==> config.mk <==
export PLATFORM = sky130hd
export DESIGN_NAME = config_stream_controller
export DESIGN_NICKNAME = d
export VERILOG_FILES = /design/src/rtl/cfg_stream_pkg.sv /design/src/rtl/cfg_write_strobe_gen.sv /design/src/rtl/config_stream_controller.sv
export SDC_FILE = /design/constraint.sdc
export NUM_CORES = 1
export LEC_CHECK = 0
export BUFFER_PORTS_ARGS = -buffer_cell sky130_fd_sc_hd__buf_2
export CORE_ASPECT_RATIO = 0.9
export CORE_MARGIN = 1
export CORE_UTILIZATION = 61
export DETAILED_ROUTE_END_ITERATION = 6
export GPL_ROUTABILITY_DRIVEN = 0
export PLACE_DENSITY = 0.85
export SYNTH_ARGS = -nofsm -noshare
export SYNTH_HDL_FRONTEND = slang
export SYNTH_SLANG_ARGS = --single-unit
==> constraint.sdc <==
create_clock -name clock -period 2.85 [get_ports clock]
set_input_delay 0.57 -clock clock [delete_from_list [all_inputs] [get_ports clock]]
set_output_delay 0.57 -clock clock [all_outputs]
set_load 0.05 [all_outputs]
==> src/rtl/cfg_stream_pkg.sv <==
// Shared constants, widths and FSM state type for the configuration stream controller.
package cfg_stream_pkg;

  localparam int unsigned DEF_ADDR_W = 10;
  localparam int unsigned DEF_DATA_W = 8;
  localparam int unsigned CNT_W      = 16;

  localparam logic [7:0] CMD_WRITE = 8'hA5;
  localparam logic [7:0] CMD_END   = 8'h5A;

  typedef enum logic [2:0] {
    ST_CMD,
    ST_TILE,
    ST_ADDR_HI,
    ST_ADDR_LO,
    ST_LEN,
    ST_DATA,
    ST_DONE,
    ST_ERROR
  } cfg_state_e;

  // DONE and ERROR only leave on reset.
  function automatic logic is_terminal(input cfg_state_e s);
    return (s == ST_DONE) || (s == ST_ERROR);
  endfunction

endpackage

==> src/rtl/cfg_write_strobe_gen.sv <==
// Registers one loader write per request: one-hot tile strobe, shared address/data, saturating count.
module cfg_write_strobe_gen
  import cfg_stream_pkg::*;
#(
  parameter int unsigned NB_TILES = 4,
  parameter int unsigned ADDR_W   = DEF_ADDR_W,
  parameter int unsigned DATA_W   = DEF_DATA_W,
  parameter int unsigned IDX_W    = 2
) (
  input  logic                clock,
  input  logic                reset,
  input  logic                wr_en_i,
  input  logic [IDX_W-1:0]    wr_idx_i,
  input  logic [ADDR_W-1:0]   wr_addr_i,
  input  logic [DATA_W-1:0]   wr_data_i,
  output logic [NB_TILES-1:0] select_tile_o,
  output logic [ADDR_W-1:0]   address_tile_o,
  output logic [DATA_W-1:0]   data_tile_o,
  output logic [CNT_W-1:0]    write_count_o
);

  logic [NB_TILES-1:0] select_d, select_q;
  logic [ADDR_W-1:0]   addr_d, addr_q;
  logic [DATA_W-1:0]   data_d, data_q;
  logic [CNT_W-1:0]    count_d, count_q;

  // Decode the strobe (only indices below NB_TILES can ever match) and hold address/data between writes.
  always_comb begin
    select_d = '0;
    addr_d   = addr_q;
    data_d   = data_q;
    count_d  = count_q;
    for (int unsigned i = 0; i < NB_TILES; i++) begin
      if (wr_en_i && (32'(wr_idx_i) == i)) begin
        select_d[i] = 1'b1;
      end
    end
    if (wr_en_i) begin
      addr_d = wr_addr_i;
      data_d = wr_data_i;
      if (count_q != '1) begin
        count_d = count_q + CNT_W'(1);
      end
    end
  end

  // Output registers; synchronous reset drops any pending strobe.
  always_ff @(posedge clock) begin
    if (reset) begin
      select_q <= '0;
      addr_q   <= '0;
      data_q   <= '0;
      count_q  <= '0;
    end else begin
      select_q <= select_d;
      addr_q   <= addr_d;
      data_q   <= data_d;
      count_q  <= count_d;
    end
  end

  assign select_tile_o  = select_q;
  assign address_tile_o = addr_q;
  assign data_tile_o    = data_q;
  assign write_count_o  = count_q;

endmodule

==> src/rtl/config_stream_controller.sv <==
// Parses the byte-wide configuration bitstream and issues tile loader writes.
module config_stream_controller
  import cfg_stream_pkg::*;
#(
  parameter int unsigned NB_TILES = 4,
  parameter int unsigned ADDR_W   = DEF_ADDR_W,
  parameter int unsigned DATA_W   = DEF_DATA_W
) (
  input  logic                clock,
  input  logic                reset,
  input  logic [DATA_W-1:0]   in_data,
  input  logic                in_valid,
  output logic                in_ready,
  output logic [NB_TILES-1:0] select_tile,
  output logic [ADDR_W-1:0]   address_tile,
  output logic [DATA_W-1:0]   data_tile,
  output logic                cfg_done,
  output logic                cfg_error,
  output logic [CNT_W-1:0]    write_count
);

  localparam int unsigned IDX_W = (NB_TILES > 1) ? $clog2(NB_TILES) : 1;

  cfg_state_e         state_d, state_q;
  logic [IDX_W-1:0]   idx_d, idx_q;
  logic [ADDR_W-1:0]  addr_d, addr_q;
  logic [DATA_W-1:0]  len_d, len_q;
  logic               ready_d, ready_q;
  logic               done_d, done_q;
  logic               error_d, error_q;
  logic               accept_c;
  logic               wr_en_c;

  assign accept_c = in_valid && ready_q;

  // Next-state and frame field capture; a write request is raised for every accepted data byte.
  always_comb begin
    state_d = state_q;
    idx_d   = idx_q;
    addr_d  = addr_q;
    len_d   = len_q;
    wr_en_c = 1'b0;
    if (accept_c) begin
      unique case (state_q)
        ST_CMD: begin
          if (in_data == DATA_W'(CMD_WRITE)) begin
            state_d = ST_TILE;
          end else if (in_data == DATA_W'(CMD_END)) begin
            state_d = ST_DONE;
          end else begin
            state_d = ST_ERROR;
          end
        end
        ST_TILE: begin
          if (32'(in_data) >= NB_TILES) begin
            state_d = ST_ERROR;
          end else begin
            idx_d   = IDX_W'(in_data);
            state_d = ST_ADDR_HI;
          end
        end
        ST_ADDR_HI: begin
          // Only the low ADDR_W-DATA_W bits survive the shift into the upper address field.
          addr_d  = ADDR_W'(in_data) << DATA_W;
          state_d = ST_ADDR_LO;
        end
        ST_ADDR_LO: begin
          addr_d  = addr_q | ADDR_W'(in_data);
          state_d = ST_LEN;
        end
        ST_LEN: begin
          if (in_data == '0) begin
            state_d = ST_CMD;
          end else begin
            len_d   = in_data;
            state_d = ST_DATA;
          end
        end
        ST_DATA: begin
          wr_en_c = 1'b1;
          addr_d  = addr_q + ADDR_W'(1);
          len_d   = len_q - DATA_W'(1);
          if (len_q == DATA_W'(1)) begin
            state_d = ST_CMD;
          end
        end
        default: begin
          state_d = state_q;
        end
      endcase
    end
    ready_d = !is_terminal(state_d);
    done_d  = (state_d == ST_DONE);
    error_d = (state_d == ST_ERROR);
  end

  // State and parser registers.
  always_ff @(posedge clock) begin
    if (reset) begin
      state_q <= ST_CMD;
      idx_q   <= '0;
      addr_q  <= '0;
      len_q   <= '0;
      ready_q <= 1'b0;
      done_q  <= 1'b0;
      error_q <= 1'b0;
    end else begin
      state_q <= state_d;
      idx_q   <= idx_d;
      addr_q  <= addr_d;
      len_q   <= len_d;
      ready_q <= ready_d;
      done_q  <= done_d;
      error_q <= error_d;
    end
  end

  cfg_write_strobe_gen #(
    .NB_TILES (NB_TILES),
    .ADDR_W   (ADDR_W),
    .DATA_W   (DATA_W),
    .IDX_W    (IDX_W)
  ) u_strobe (
    .clock          (clock),
    .reset          (reset),
    .wr_en_i        (wr_en_c),
    .wr_idx_i       (idx_q),
    .wr_addr_i      (addr_q),
    .wr_data_i      (in_data),
    .select_tile_o  (select_tile),
    .address_tile_o (address_tile),
    .data_tile_o    (data_tile),
    .write_count_o  (write_count)
  );

  assign in_ready  = ready_q;
  assign cfg_done  = done_q;
  assign cfg_error = error_q;

endmodule

# Yosys cells after proc, flatten, opt, wreduce, memory -nomap -nowiden
# Cells that the tools add are included.
word_totals:
  ff_bits: 64
  input_bits: 11
classes:
  addsub: 3
  order_cmp: 1
  eq_ne: 15
  mux: 16
  bitwise_logic: 2
  reduce_logical: 16
op_table:
  columns: ["operator", "n"]
  rows:
  - ["$pmux W10 S3", 1]
  - ["$pmux W3 S6", 1]
  - ["$add A16 B1 Y16 const B", 1]
  - ["$ne A16 B16 Y1 const B", 1]
  - ["$pmux W8 S2", 1]
  - ["$mux W3", 5]
  - ["$eq A3 B3 Y1 const B", 4]
  - ["$add A10 B1 Y10 const B", 1]
  - ["$or A10 B8 Y10", 1]
  - ["$eq A8 B1 Y1 const B", 1]
  - ["$eq A8 B7 Y1 const B", 1]
  - ["$eq A8 B8 Y1 const B", 1]
  - ["$ge A8 B3 Y1 const B", 1]
  - ["$logic_not A8 Y1", 1]
  - ["$mux W8", 1]
  - ["$sub A8 B1 Y8 const B", 1]
  - ["$mux W1", 7]
  - ["$eq A3 B2 Y1 const B", 2]
  - ["$reduce_and A3 Y1", 2]
  - ["$logic_and A1 B1 Y1", 5]
  - ["$eq A2 B2 Y1 const B", 2]
  - ["$reduce_and A2 Y1", 2]
  - ["$eq A3 B1 Y1 const B", 1]
  - ["$logic_not A3 Y1", 1]
  - ["other kinds (8)", 8]

# Logic depth before layout (Yosys ltp)
# Gate-level depths: netlist (run 1).
depth:
  ltp_word: 8
  depth_mapped: 8
  mapped_depth_nobuf: 7

# Hierarchy
# Synthesis (run 1) repeated with hierarchy kept, for this count alone.
unflattened:
  hier_cells: 373
  hier_area_um2: 3186.8
by_module_without_submodules:
  columns: ["module", "instances", "cells_each", "area_each_um2"]
  rows:
  - ["cfg_write_strobe_gen", 1, 159, 1610.3]
  - ["config_stream_controller", 1, 214, 1576.5]

# Worst setup path after synthesis (run 1)
# No wires, ideal clock.
synth_path:
  kind: "register to register"
  from: "register u_strobe.count_q[7], in the netlist u_strobe.write_count_o[7]"
  to: "register u_strobe.count_q[13], in the netlist u_strobe.write_count_o[13]"
  arrival_ns: 1.969
  t_required_ns: 2.729
  path_slack_ns: 0.760
  path_stages_with_launch: 5
  n_path_buf: 0
  synth_period_minus_slack_ns: 2.090
  path_cell_list: "dfxtp_1 -> nand4_2 -> or2_1 -> nor4_1 -> mux2_2"
synth_via:
  elab_chain_cells: 2
  word_cells_on_any_way: 3
  classes_between: "add/sub (1); eq/ne (1); reduce/logical (1)"
synth_lines:
  columns: ["element", "line", "rtl"]
  rows:
  - ["start, declared", "cfg_write_strobe_gen.sv:25", "logic [CNT_W-1:0] count_d, count_q;"]
  - ["start signal, assigned", "cfg_write_strobe_gen.sv:58", "count_q <= count_d;"]
  - ["parallel branches: the longest is 2 deep, another holds $add A16 B1 Y16", null, null]
# Several ways; the timed one is not identified.
# A chain may end at the register's enable or synchronous reset.

# Final worst setup path (run 1)
layout_path:
  from: "register state_q[0]"
  to: "register len_q[7]"
layout_via:
  elab_chain_cells: 3
  word_cells_on_any_way: 6
  classes_between: "eq/ne (3); mux (1); reduce/logical (2)"
layout_lines:
  columns: ["element", "line", "rtl"]
  rows:
  - ["start, declared", "config_stream_controller.sv:24", "cfg_state_e state_d, state_q;"]
  - ["start signal, assigned", "config_stream_controller.sv:108", "state_q <= state_d;"]
  - ["$eq A3 B3 Y1", "config_stream_controller.sv:44", "unique case (state_q)"]
  - ["$ne A2 B2 Y1 (no line) / $reduce_bool A2 Y1 (equally long branches)", null, null]
  - ["$reduce_and A3 Y1 (no line)", null, null]
  - ["end signal, assigned", "config_stream_controller.sv:111", "len_q <= len_d;"]
  - ["end, declared", "config_stream_controller.sv:27", "logic [DATA_W-1:0] len_d, len_q;"]
# Several ways; a longest one is shown, not always the timed one.

==> qor.yml, run 1 <==
timing:
  grt_setup_unrepaired: "no"
  hold_viol: 0
  setup_viol: 0
  fin_crit_ns: 2.06
  maxSlewViolCount: 0
  timing.fmax_mhz: 485
  tns_ns: 0
  tightest_slew_ns: 0.555
  worst_slack_ns: 0.788
  post-route-period-util_pct: 72.4
  slew_headroom_pct: 62.7
  skew_ns: 0.00485
floorplan:
  dieArea_um2: 5590
  initial_core_util_pct: 65.2
  ioPinCount: 52
  rows: 24
  core_um2: 4950
  die_x_um: 78.7
  die_h_um: 71.0
clock_network:
  cts_tree: "built"
  ctsResizeCount: 0
  clock_latency_ns: 0.35
  clkSinkCount: 64
  root_buffer: "clkbuf_8"
  cts_buffers: 9
  ctsHoldBuffers: 0
  clock_path_buffers: 2
  clk_pin_slew_ns: 0.07
  h-tree-depth: 3
  cts_setup_buffers: 0
power_and_ir_drop:
  total_power_uw: 1780
  p_int_uw: 1300
  seq_power_share_pct: 51.8
  peakVddDrop_mv: 0.405
  swShare_pct: 27.1
  p_switching_uw: 483
  power.clock.fraction_pct: 38.5
  p_leak_uw: 0.00140
  power_density_nw_per_um2: 488
  pwr-share-comb_pct: 9.7
cells_and_area:
  regArea_um2: 1280
  area_delta_synth_final_pct: 13.0
  multiInputGateArea_um2: 1780
  nFillCells: 387
  instances_no_fill: 512
  final_nets: 458
  drive_above_1_share_pct: 20.4
  antennaDiodeCount: 0
critical_path:
  startpoint: "state_q[0]"
  critPathCaptureType: "register"
  arrival_ns: 2.36
  rr_worst_depth: 6
  rrSetupSlack_ns: 0.79
  r2r_start: "state_q[0]"
  critPathKind: "reg2reg"
  timing.rr.end: "len_q[7]"
  startpoint_type: "register"
  crit_fanout: 19
  worstPathRequired_ns: 3.14
  endpoint: "len_q[7]"
placed_design:
  io_buffers: 51
  dp.cells: 497
  pre_cts_ws_ns: 0.692
  post-dp-hpwl_um: 5350
yosys:
  synth-edff-count: 0
  syn-cell-area_um2: 3230
  syn_avg_cell_area_um2: 8.08
  seq_area_frac_synth_pct: 39.7
  synth.most_common_cell: "nand2_1"
  synth_area_leader_cell: "dfxtp_1"
  syn_nets: 415
  synth-seq-cells: 64
  synth_area_leaders: "dfxtp_1 40%, nand2_1 7.8%, a21oi_1 7.4%, nor2_1 3.8%, o21ai_0 3.7%"
  synthFlopType: "dfxtp_1"
  synth_commonest_cells: "67 x nand2_1, 64 x dfxtp_1, 48 x a21oi_1, 33 x nor2_1, 24 x o21ai_0"
  yosys_warnings: 0
  async_reset_ff_share_pct: 0
  synth_cells: 400
  ys_types: 64
  netlist.area_leader.share_pct: 39.7
drt:
  ant_nets: 0
  routedWlPerCell_um: 15.1
  dr.first_iter.drc_count: 378
  firstDrtPassIters: 5
  top_layer: "met4"
  met1_length_um: 3570
  route.vias.total: 3102
  routed_wl_um: 7740
  wl_met3_um: 620
  drc_errors: 0
  dr_wl_met2_um: 3360
  drt-vias-per-instance: 6.06
global_routing:
  grt_pass1_wl_um: 12800
  grt_max_degree: 30
  grt_overflow: 0
  antenna_found_initial: 0
  grt_usage_pct: 29.6
  grt_pass1_vias: 2721
outcome:
  status: "finished clean"
min_path:
  hp-class: "reg2reg"
job:
  maxCapViolations: 0
==> worst min-delay path by stage <==
stage                                    start                          to  cells past startpoint
global placement    u_strobe.address_tile_o[3]  u_strobe.address_tile_o[3]                      2
finish                 u_strobe.data_tile_o[1]     u_strobe.data_tile_o[1]                      2
global route           u_strobe.data_tile_o[1]     u_strobe.data_tile_o[1]                      2
CTS                    u_strobe.data_tile_o[1]     u_strobe.data_tile_o[1]                      2
detailed placement     u_strobe.data_tile_o[1]     u_strobe.data_tile_o[1]                      2
floorplan                            addr_q[7]  u_strobe.address_tile_o[7]                      2
==> cell usage in the layout, fill, tap and decap left out, types with 7 or more instances in the layout <==
cell type  instances
nand2_1           67
dfxtp_1           64
buf_2             51
a21oi_1           48
nor2_1            33
o21ai_0           24
nand3_1           12
xnor2_1           11
clkbuf_8          10
nor3_1             9
nor4_1             8
inv_1              7
buf_4              7
==> metal layers <==
layer	global-route usage (%)	up-vias
met5	0	-
met4	12.8	0
met3	10.3	24
met2	43.0	136
met1	39.9	1427
li1	-	1515
==> cell type report <==
class                      instances  area share (%)
clock inverter                     5           0.925
sequential                        64            35.1
tap                               65            2.23
multi-input combinational        303            48.8
clock buffer                      10            3.77
timing repair buffer              58            8.43
inverter                           7           0.720
==> worst max-delay path: stages (launching register included) <==
cell and delay [ns]:
dfxtp_1 0.53, nand3b_1 0.36, buf_4 0.32, or4_1 0.41, o21ai_0 0.17, nand2_1 0.07, a21oi_1 0.14
==> logic make-up after synthesis <==
family | count (synthesis) | synth area share [%]
simple gates | 174 | 27.7
compound gates | 108 | 21.1
flops | 64 | 39.7
buf+inv | 33 | 5.15
xor+xnor | 11 | 2.98
mux | 6 | 1.90
fa+ha+maj | 4 | 1.55
==> stage by stage <==
step | util, % | hold WS [ns] | instance area, µm²
final | 73.7 | 0.454 | 3650
after CTS | 73.7 | 0.456 | 3650
after global routing | 73.7 | 0.475 | 3650
after floorplan | - | 0.445 | 3230
after global placement | 70.2 | 0.439 | 3480
after detailed placement | 70.2 | 0.447 | 3480
==> flip-flops by register name (all words and copies together), names as in the netlist <==
register / cells
u_strobe.select_tile_o: 4
cfg_error: 1
cfg_done: 1
addr_q: 10
idx_q: 2
in_ready: 1
len_q: 8
u_strobe.address_tile_o: 10
u_strobe.data_tile_o: 8
state_q: 3
u_strobe.write_count_o: 16
==> power by group through the flow <==
stage / Combinational (µW) / Clock [µW] / Sequential, µW
2_1_floorplan: 123 / 0 / 948
3_3_place_gp: 166 / 0 / 941
3_5_place_dp: 169 / 0 / 943
4_1_cts: 169 / 702 / 922
5_1_grt: 187 / 738 / 924
6_report: 172 / 687 / 923
No activity file was read; power rests on OpenSTA's default activity.
==> run 2, diff against run 1 <==
--- a/config.mk
+++ b/config.mk
@@ -8,10 +8,10 @@
 export BUFFER_PORTS_ARGS = -buffer_cell sky130_fd_sc_hd__buf_2
 export CORE_ASPECT_RATIO = 0.9
 export CORE_MARGIN = 1
-export CORE_UTILIZATION = 61
+export CORE_UTILIZATION = 56
 export DETAILED_ROUTE_END_ITERATION = 6
 export GPL_ROUTABILITY_DRIVEN = 0
-export PLACE_DENSITY = 0.85
+export PLACE_DENSITY = 0.79
 export SYNTH_ARGS = -nofsm -noshare
 export SYNTH_HDL_FRONTEND = slang
 export SYNTH_SLANG_ARGS = --single-unit
==> constraint.sdc (replaced) <==
create_clock -name clock -period 2.1 [get_ports clock]
set_input_delay 0.42 -clock clock [delete_from_list [all_inputs] [get_ports clock]]
set_output_delay 0.42 -clock clock [all_outputs]
set_load 0.05 [all_outputs]
==> qor.yml, run 2 (synthesized netlist as in run 1, its figures left out) <==
floorplan:
  die_h_um: 74.1  # was 71.0 µm
  core_um2: 5410  # was 4950 µm²
  initial_core_util_pct: 59.7  # was 65.2%
  dieArea_um2: 6080  # was 5590 µm²
  rows: 25  # was 24
  die_x_um: 82.1  # was 78.7 µm
  ioPinCount: 52  # unchanged
critical_path:
  slowest_stage: "dfxtp_1"  # unchanged
  arrival_ns: 2.14  # was 2.36 ns
  startpoint_type: "register"  # unchanged
  startpoint: "state_q[0]"  # unchanged
  worstPathRequired_ns: 2.32  # was 3.14 ns
  crit_fanout: 13  # was 19
  slowest_delay_ns: 0.55  # was 0.53 ns
  critPathKind: "reg2reg"  # unchanged
  r2r_start: "state_q[0]"  # unchanged
  cp_cell_sequence: "and3b_1 -> nand2_1 -> nor4b_1 -> xnor2_1 -> nor2_1"  # was nand3b_1 -> buf_4 -> or4_1 -> o21ai_0 -> nand2_1 -> a21oi_1
  critPathCaptureType: "register"  # unchanged
  path_buf_inv: 0  # was 1
  cpLargestDelayFamily: "simple AND/OR/NAND/NOR gates"  # unchanged
clock_network:
  cts_tree: "built"  # unchanged
  cts_buffers: 9  # unchanged
  clock_path_buffers: 2  # unchanged
  h-tree-depth: 3  # unchanged
  clock_latency_ns: 0.35  # about the same
  ctsResizeCount: 0  # unchanged
  clkSinkCount: 64  # unchanged
  clk_pin_slew_ns: 0.08  # was 0.07 ns
  ctsHoldBuffers: 0  # unchanged
  root_buffer: "clkbuf_8"  # unchanged
  cts_setup_buffers: 0  # unchanged
placed_design:
  post-dp-hpwl_um: 5370  # was 5350 µm
  place_area_um2: 3550  # was 3480 µm²
  io_buffers: 51  # unchanged
drt:
  firstDrtPassIters: 5  # unchanged
  routed_wl_um: 7790  # was 7740 µm
  drt-vias-per-instance: 5.95  # was 6.06
  route.vias.total: 3110  # was 3102
  dr.first_iter.drc_count: 293  # was 378
  drc_errors: 0  # unchanged
  ant_nets: 0  # unchanged
  routedWlPerCell_um: 14.9  # was 15.1 µm
cells_and_area:
  final_area_um2: 3790  # was 3650 µm²
  final_nets: 466  # was 458
  final_common_cell: "nand2_1"  # unchanged
  antennaDiodeCount: 0  # unchanged
  most-common-layout-cells: "67 x nand2_1, 64 x dfxtp_1, 51 x buf_2"  # unchanged
  area_delta_synth_final_pct: 17.4  # was 13.0%
  largest_reg_flops: 16  # unchanged
  drive_above_1_share_pct: 21.9  # was 20.4%
timing:
  skew_ns: 0.0101  # was 0.00485 ns
  tightest_slew_ns: 0.520  # was 0.555 ns
  fin_crit_ns: 1.91  # was 2.06 ns
  slew_headroom_pct: 65.0  # was 62.7%
  maxSlewViolCount: 0  # unchanged
  timing.fmax_mhz: 523  # was 485 MHz
  hold_viol: 0  # unchanged
  setup_viol: 0  # unchanged
  grt_setup_unrepaired: "no"  # unchanged
  tns_ns: 0  # unchanged
  post-route-period-util_pct: 91.1  # was 72.4%
power_and_ir_drop:
  power_density_nw_per_um2: 722  # was 488 nW/µm²
  p_leak_uw: 0.00148  # was 0.00140 µW
  peakVddDrop_mv: 0.501  # was 0.405 mV
job:
  maxCapViolations: 0  # unchanged
global_routing:
  grt_max_degree: 31  # was 30
  antenna_found_initial: 0  # unchanged
  grt_pass1_wl_um: 13000  # was 12800 µm
  grt_overflow: 0  # unchanged
  grt_usage_pct: 28.1  # was 29.6%
  grt_pass1_vias: 2759  # was 2721
min_path:
  worstHoldStart: "in_data[3]"  # was u_strobe.data_tile_o[1]
  hp-class: "in2reg"  # was reg2reg
outcome:
  status: "finished clean"  # unchanged
-- run 2: cell types whose count changed in the layout (fill, tap and decap cells not counted) --
cell and change:
buf_12 +1, buf_4 +7, bufinv_16 +2, clkbuf_8 +1
clkinv_2 -2, clkinv_4 -1, clkinvlp_4 -1, inv_6 +2
-- run 2: worst paths after layout --
| check | slack, ns | endpoint | cells after the start |
|---|---|---|---|
| worst max-delay path | 0.19 | u_strobe.write_count_o[7] | 5 |
| worst min-delay path | 0.38 | u_strobe.data_tile_o[3] | 3 |
| worst max register to register | 0.19 | u_strobe.write_count_o[7] | 5 |
| worst min register to register | 0.45 | u_strobe.address_tile_o[0] | 2 |
-- run 2: report_power, final --
part	internal [µW]	switching [µW]	total (µW)
combinational	90.9	149	240
clock	741	499	1240
sequential	1230	25.2	1260
total	2060	673	2740
-- run 2: worst min-delay path, cell delays in order --
cell	delay (ns)
buf_2	0.14
nand2_1	0.06
a21oi_1	0.05
-- run 2: cell type report --
type | count | area [µm²]
Clock buffer | 11 | 151
Clock inverter | 5 | 85.1
Fill cell | 459 | 1620
Inverter | 7 | 26.3
Multi-Input combinational cell | 303 | 1780
Sequential cell | 64 | 1280
Tap cell | 67 | 83.8
Timing Repair Buffer | 66 | 380
-- run 2: per-layer routing --
metal	wire length, µm	GRT usage (%)	up-vias
li1	-	-	1536
met1	3670	38.0	1450
met2	3540	44.0	117
met3	500	6.75	7
met4	82	9.16	0
met5	0	0	-
-- run 2: per-stage QoR --
stage / setup WS [ns] / cells / total power (µW) / hold WS (ns) / util (%)
after detailed placement: 0.184 / 507 / 1520 / 0.445 / 65.7
after global routing: 0.00601 / 523 / 2840 / 0.380 / 70.1
final: 0.186 / 523 / 2740 / 0.376 / 70.1
after floorplan: 0.00987 / 400 / 1450 / 0.445 / -
after CTS: 0.198 / 523 / 2740 / 0.372 / 70.1
after global placement: 0.221 / 507 / 1520 / 0.439 / 65.7
==> run 3, diff against run 2 <==
--- a/config.mk
+++ b/config.mk
@@ -14,4 +14,5 @@
 export PLACE_DENSITY = 0.79
 export SYNTH_ARGS = -nofsm -noshare
 export SYNTH_HDL_FRONTEND = slang
+export SYNTH_HIERARCHICAL = 1
 export SYNTH_SLANG_ARGS = --single-unit
==> qor.yml, run 3 <==
outcome:
  status: "finished clean"  # unchanged
yosys:
  synthFlopType: "dfxtp_1"  # unchanged
  synth_cells: 373  # was 400
  yosys_warnings: 6  # was 0
  ys_types: 59  # was 64
  synth.area.mux_share_pct: 8.68  # was 1.90%
  synth_commonest_cells: "64 x dfxtp_1, 51 x nor2_1, 31 x a21oi_1, 25 x o21ai_0, 23 x nand2_1"  # was 67 x nand2_1, 64 x dfxtp_1, 48 x a21oi_1, 33 x nor2_1, 24 x o21ai_0
  synth_area_leaders: "dfxtp_1 40%, mux2i_1 6.9%, nor2_1 6.0%, a21oi_1 4.9%, o21ai_0 3.9%"  # was dfxtp_1 40%, nand2_1 7.8%, a21oi_1 7.4%, nor2_1 3.8%, o21ai_0 3.7%
  synth_top_family_by_area: "simple AND/OR/NAND/NOR gates"  # unchanged
  async_reset_ff_share_pct: 0  # unchanged
  syn-cell-area_um2: 3190  # was 3230 µm²
  synth_xor_area_share_pct: 0  # was 2.98%
  synth_area_leader_cell: "dfxtp_1"  # unchanged
  syn_nets: 388  # was 415
  synth-seq-cells: 64  # unchanged
  synth.most_common_cell: "dfxtp_1"  # was nand2_1
  syn_avg_cell_area_um2: 8.54  # was 8.08 µm²
  synth-simple-area-share_pct: 27.6  # was 27.7%
  synth-edff-count: 0  # unchanged
  synthAdderAreaFrac_pct: 1.57  # was 1.55%
  seq_area_frac_synth_pct: 40.2  # was 39.7%
  netlist.area_leader.share_pct: 40.2  # was 39.7%
  synth_compound_area_share_pct: 18.3  # was 21.1%
cells_and_area:
  antennaDiodeCount: 0  # unchanged
  instances_no_fill: 513  # was 523
  regArea_um2: 1280  # about the same
  final_common_cell: "dfxtp_1"  # was nand2_1
  nFillCells: 424  # was 459
  final_nets: 457  # was 466
  largest_reg_flops: 16  # unchanged
  area_delta_synth_final_pct: 22.3  # was 17.4%
  multiInputGateArea_um2: 1810  # was 1780 µm²
  most-common-layout-cells: "63 x dfxtp_1, 51 x buf_2, 50 x nor2_1"  # was 67 x nand2_1, 64 x dfxtp_1, 51 x buf_2
  drive_above_1_share_pct: 24.9  # was 21.9%
floorplan:
  rows: 25  # unchanged
  dieArea_um2: 6000  # was 6080 µm²
  core_um2: 5380  # was 5410 µm²
  initial_core_util_pct: 59.2  # was 59.7%
  die_x_um: 81.5  # was 82.1 µm
  ioPinCount: 52  # unchanged
  die_h_um: 73.6  # was 74.1 µm
clock_network:
  cts_tree: "built"  # unchanged
  h-tree-depth: 3  # unchanged
  clkSinkCount: 64  # unchanged
  clk_pin_slew_ns: 0.07  # was 0.08 ns
  cts_setup_buffers: 0  # unchanged
  cts_buffers: 9  # unchanged
  clock_latency_ns: 0.35  # about the same
  ctsHoldBuffers: 0  # unchanged
  root_buffer: "clkbuf_8"  # unchanged
  ctsResizeCount: 0  # unchanged
  clock_path_buffers: 2  # unchanged
critical_path:
  worstPathRequired_ns: 2.34  # was 2.32 ns
  critPathKind: "reg2reg"  # unchanged
  crit_fanout: 5  # was 13
  startpoint_type: "register"  # unchanged
  arrival_ns: 2.18  # was 2.14 ns
  critPathCaptureType: "register"  # unchanged
drt:
  ant_nets: 0  # unchanged
  routed_wl_um: 7950  # was 7790 µm
  dr.first_iter.drc_count: 271  # was 293
  firstDrtPassIters: 4  # was 5
  route.vias.total: 3089  # was 3110
  drc_errors: 0  # unchanged
  routedWlPerCell_um: 15.5  # was 14.9 µm
  drt-vias-per-instance: 6.02  # was 5.95
global_routing:
  grt_usage_pct: 28.3  # was 28.1%
  grt_max_degree: 69  # was 31
  grt_pass1_wl_um: 12800  # was 13000 µm
  antenna_found_initial: 0  # unchanged
  grt_pass1_vias: 2679  # was 2759
  grt_overflow: 0  # unchanged
timing:
  grt_setup_unrepaired: "no"  # unchanged
  maxSlewViolCount: 0  # unchanged
  setup_viol: 0  # unchanged
  slew_headroom_pct: 66.0  # was 65.0%
  tightest_slew_ns: 0.506  # was 0.520 ns
  worst_slack_ns: 0.160  # was 0.186 ns
  hold_viol: 0  # unchanged
  fin_crit_ns: 1.94  # was 1.91 ns
  post-route-period-util_pct: 92.4  # was 91.1%
  skew_ns: 0.00663  # was 0.0101 ns
  timing.fmax_mhz: 516  # was 523 MHz
  tns_ns: 0  # unchanged
placed_design:
  dp.cells: 498  # was 507
  pre_cts_ws_ns: -0.0210  # was 0.184 ns
  post-dp-hpwl_um: 5530  # was 5370 µm
  io_buffers: 51  # unchanged
job:
  maxCapViolations: 0  # unchanged
power_and_ir_drop:
  power_density_nw_per_um2: 688  # was 722 nW/µm²
  peakVddDrop_mv: 0.479  # was 0.501 mV
  p_leak_uw: 0.00161  # was 0.00148 µW
min_path:
  hp-class: "reg2reg"  # was in2reg
==> run 3: per-stage QoR <==
| stage | util [%] | hold slack (ns) | instance area (µm²) | power (µW) |
|---|---|---|---|---|
| finish | 72.5 | 0.485 | 3900 | 2680 |
| global route | 72.5 | 0.511 | 3900 | 2770 |
| CTS | 72.5 | 0.480 | 3900 | 2690 |
| detailed placement | 68.4 | 0.475 | 3680 | 1520 |
| global placement | 68.4 | 0.466 | 3680 | 1510 |
| floorplan | - | 0.449 | 3210 | 1420 |
==> run 3: routing by layer <==
layer / global-route usage, % / part of all wire (%)
met5: 0 / 0
met4: 8.13 / 1.7
met2: 42.6 / 44
met1: 38.4 / 47
met3: 9.07 / 7.6
==> run 3: cell families after synthesis <==
family | Yosys count
simple gates | 153
compound gates | 95
flops | 64
buf+inv | 30
mux | 27
fa+ha+maj | 4
==> run 3: power by group <==
part	internal (µW)	switching [µW]	leakage (µW)
Sequential	1230	12.7	0.000517
Combinational	98.4	154	0.000982
Clock	725	461	0.000112
==> run 3: critical path, cell delays in order, from the launching register on <==
cell and delay, ns:
dfxtp_1 0.31, nand3b_1 0.18, nor2_2 0.28, nand3_2 0.20, nor4_4 0.31, o211a_1 0.21
mux2_2 0.32
==> run 3: worst paths after layout <==
kind	end	cells after the start	slack [ns]	start
max	u_strobe/write_count_o[13]	6	0.16	state_q[1]
max reg2reg	u_strobe/write_count_o[13]	6	0.16	state_q[1]
min reg2reg	u_strobe/address_tile_o[4]	2	0.48	u_strobe/address_tile_o[4]
min	u_strobe/address_tile_o[4]	2	0.48	u_strobe/address_tile_o[4]
==> run 3: area by class of cell <==
type	instances	area share, %
Timing Repair Buffer	76	11.7
Sequential cell	64	32.9
Clock inverter	3	1.67
Multi-Input combinational cell	279	46.5
Clock buffer	12	3.98
Inverter	12	1.16
Tap cell	67	2.15
